==> config.mk <==
export PLATFORM = sky130hd
export DESIGN_NAME = dfmul_f64_cmp
export DESIGN_NICKNAME = d
export VERILOG_FILES = /design/src/rtl/dfmul_pkg.sv /design/src/rtl/dfmul_f64_cmp.sv
export SDC_FILE = /design/constraint.sdc
export NUM_CORES = 1
export LEC_CHECK = 0
export CAP_MARGIN = 0
export CORE_UTILIZATION = 23
export DETAILED_ROUTE_END_ITERATION = 6
export PLACE_DENSITY = 0.92
export SYNTH_ARGS = -nofsm -noshare
export SYNTH_HDL_FRONTEND = slang
export SYNTH_SLANG_ARGS = --single-unit
==> constraint.sdc <==
create_clock -name vclk -period 1.2
set_input_delay 0.12 -clock vclk [all_inputs]
set_output_delay 0.12 -clock vclk [all_outputs]
set_load 0.03 [all_outputs]
==> src/rtl/dfmul_pkg.sv <==
// rtl/dfmul_pkg.sv - shared constants, state encodings and binary64 helpers for the DFMUL harness
package dfmul_pkg;

    localparam int DFMUL_NUM_VECTORS = 20;

    localparam int          F64_EXP_W   = 11;
    localparam int          F64_MAN_W   = 52;
    localparam logic [10:0] F64_EXP_MAX = 11'h7FF;

    typedef enum logic [3:0] {
        ST_IDLE = 4'b0001,
        ST_WAIT = 4'b0010,
        ST_CMP  = 4'b0100,
        ST_DONE = 4'b1000
    } state_t;

    // Exponent all ones with a non-zero mantissa; infinities are not NaNs.
    function automatic logic f64_is_nan(input logic [63:0] x);
        return (x[F64_MAN_W +: F64_EXP_W] == F64_EXP_MAX) && (x[F64_MAN_W-1:0] != '0);
    endfunction

endpackage

==> src/rtl/dfmul_f64_cmp.sv <==
// rtl/dfmul_f64_cmp.sv - binary64 inequality; DFMUL_CHK_NAN_EQ_EN makes any two NaNs compare equal
module dfmul_f64_cmp
    import dfmul_pkg::*;
(
    input  logic [63:0] a,
    input  logic [63:0] b,
    output logic        neq
);

`ifdef DFMUL_CHK_NAN_EQ_EN
    logic both_nan;

    assign both_nan = f64_is_nan(a) & f64_is_nan(b);
    assign neq      = (a != b) & ~both_nan;
`else
    assign neq = (a != b);
`endif

endmodule

== Word level (Yosys, flattened, before mapping) ==
Cells that the tools add are included.

* Register bits after elaboration: 0
* Logic and storage cells: 1
* Output and inout port bits: 1

* Equality and inequality tests: 1

{| class="wikitable"
|+ Operators by type and width
! kind !! number
|-
| inequality test 64 bit || 1
|}

== Logic depth before layout (Yosys ltp) ==
* Depth in word-level cells: 1
* Gate-level depth with buffers: 4
* Depth with buffers taken out: 4

== Least setup slack after synthesis ==
No wires, ideal clock.

* Path kind: input to output
* Start point: input port b[30]
* End point: output port neq
* Buffers on the path: 0
* Stages on the path: 4
* Path slack: 0.125 ns
* Arrival: 0.955 ns
* Cells stage by stage: xnor2_1 -> nand4_1 -> nor4_1 -> nand4_1

* Cells in the longest elaborated chain, start to end: 1

{| class="wikitable"
|+ RTL lines
! element !! RTL line !! text
|-
| start: declaration || dfmul_f64_cmp.sv:6 || <nowiki>input logic [63:0] b,</nowiki>
|-
| inequality test 64 bit || dfmul_f64_cmp.sv:16 || <nowiki>assign neq = (a != b);</nowiki>
|-
| end: declaration || dfmul_f64_cmp.sv:7 || <nowiki>output logic neq</nowiki>
|}

No other way between the ends.

== Worst setup path after layout ==
* Start point: input port a[62]
* End point: output port neq

* Cells in the longest elaborated chain, start to end: 1

{| class="wikitable"
|+ RTL lines
! element !! RTL line !! text
|-
| start: declaration || dfmul_f64_cmp.sv:5 || <nowiki>input logic [63:0] a,</nowiki>
|-
| inequality test 64 bit || dfmul_f64_cmp.sv:16 ||
|}

No other way between the ends.

==> impl_results.md <==
* Vias per inst at roughly 4.5
* Placed cells at 245
* Status: finished, violations left
* Power Density at ~320 nW/um^2
* Share of cells above drive strength 1 at 0.439
* P&R area growth vs syn at 163%
* Synth unique cells at 3
* RSZ-0062 raised after global routing: true
* CP Capture Type: output pin
* Maximum VDD drop at 0.000141 V
* Fill cell count at around 260
* Final hold vios at 0
* Final RePlAce weighted congestion at 0.673
* Area leader, netlist: xnor2_1
* Post-DP Area at 2020 sq um
* Chip Width at 56.9 um
* ANT nets after route at 0
* Delay-heaviest family, CP: buffers and inverters
* Mean Syn Cell Area at 8.14 sq um
* Largest cells by area after synthesis: xnor2_1 81%, nand4_1 15%, nor4_1 3.6%
* Post-synth net total at 213
* Yosys Warn Count at 0
* Mapped cell area at between 600 and 700 sq um
* Initial drt markers at 48
* Global-route wire length before repair at around 5.4 mm
* GRT Util Overall at 0.213
* Fin util at 0.648
* Rows at 19
* Global route overflow at 0
* Final Setup Violations at 1
* Worst hold path type: in2out
* Critical path, cell by cell: dlygate4sd2_1 > xnor2_1 > nand4_1 > nor4_2 > nand4_1 > buf_6
* Largest net degree at the start of global routing at 2
* Sequential Area at 0 sq um
* Register area share after synthesis at 0
* Startpoint Class: primary input
* WP buf/inv at 2
* Fin cells at 245
* Vias in the first global route at 1,250
* Mapped Cells at 85
* Setup_tns at -63.1 ps
* P_leak at 0.788 nW
* Final nets at 344
* Max-Cap Viols at 0
* Period minus WS final at 1260 ps
* Failing checks: DRC, setup timing
* Worst Path Arrival at 1140 ps
* Post-DP HPWL at between 3 and 4 mm
* Pre-CTS setup slack at -1060 ps
* Top cell type's share of synthesized area at 0.810
* Detailed-route wire length per cell at 14.4 um
* Initial antenna violation count at 0
* Worst path slowest cell: dlygate4sd2_1
* DIE HEIGHT at approximately 57 um
* Max Slew Vio Count at 0
* # Post-CTS Setup Buffers at 0
* Most common cell after layout, fill and taps aside: buf_2
* Antenna diodes at 0
* Seq cells at 0
* CP max FO at 1
* Final Instance Area at 1820 sq um
* # clk buffers at 0
* Fmax at 792 MHz
* IO Port Bufs at 129
* Worst-Margin Slew at between 200 and 300 ps
* Part of the cycle the worst path needs at 1.05
* I/O Pins at 129
* Worst Setup Slack, final at -63.1 ps
* CP Data Required Time at roughly 1100 ps
* Placeable core area at 2810 sq um
* Slowest stage delay, CP at between 200 and 300 ps
* Critical setup path kind: in2out
* Drt first pass iters at 6
* CP most frequent cell: nand4_1
* Remaining DRCs at 18
* Max-slew headroom at 0.830
* Total die area at 3230 sq um
* Most frequent cells in the layout: 61 x buf_2, 51 x xnor2_1, 36 x clkdlybuf4s15_1
* Detailed Route WL at 3.53 mm
* Vias at 1,109
* Initial Util at 0.247
[cells in the mapped netlist]
cell type,instances
xnor2_1,64
nor4_1,4
nand4_1,17
[report_power, final]
part           switching, mW  internal [mW]  total, mW  leakage (nW)
registers                  0              0          0             0
logic                  0.196          0.386      0.581         0.788
clock network              0              0          0             0
total                  0.196          0.386      0.581         0.788
[per-stage QoR]
stage	power [mW]	hold WS, ps
after CTS	0.577	732
final	0.581	734
after global placement	0.666	1610
after detailed placement	0.688	1610
after global routing	0.629	778
after floorplan	0.204	609
[what timing repair did]
item,in CTS,in global routing
pin swaps,84,7
gates resized for setup,384,14
gates cloned,0,0
hold buffers,0,0
setup endpoints to repair,1,1
[cells by family (layout without fill, tap and decap cells)]
logic type	Yosys count	after routing	synth area share
XOR/XNOR	64	64	0.810
buffers and inverters	0	129	0
AND/OR/NAND/NOR	21	21	0.190
[layout make-up]
class / instances / area, sq um / area share
Tap cell: 31 / 38.8 / 0.0213
Multi-Input combinational cell: 85 / 826 / 0.455
Timing Repair Buffer: 129 / 952 / 0.524
[metal layers]
metal | share of wire | GRT usage | wire length, um
met4 | 0.021 | 0.0453 | 75
met2 | 0.58 | 0.461 | 2040
met5 | 0 | 0 | 0
met3 | 0.099 | 0.0438 | 349
met1 | 0.30 | 0.195 | 1060
[final timing paths]
kind,endpoint,from,cells past startpoint,slack [ps]
hold / removal,neq,b[37],6,730
setup / recovery,neq,a[62],6,-60
Power figures use the tool's default switching activity.
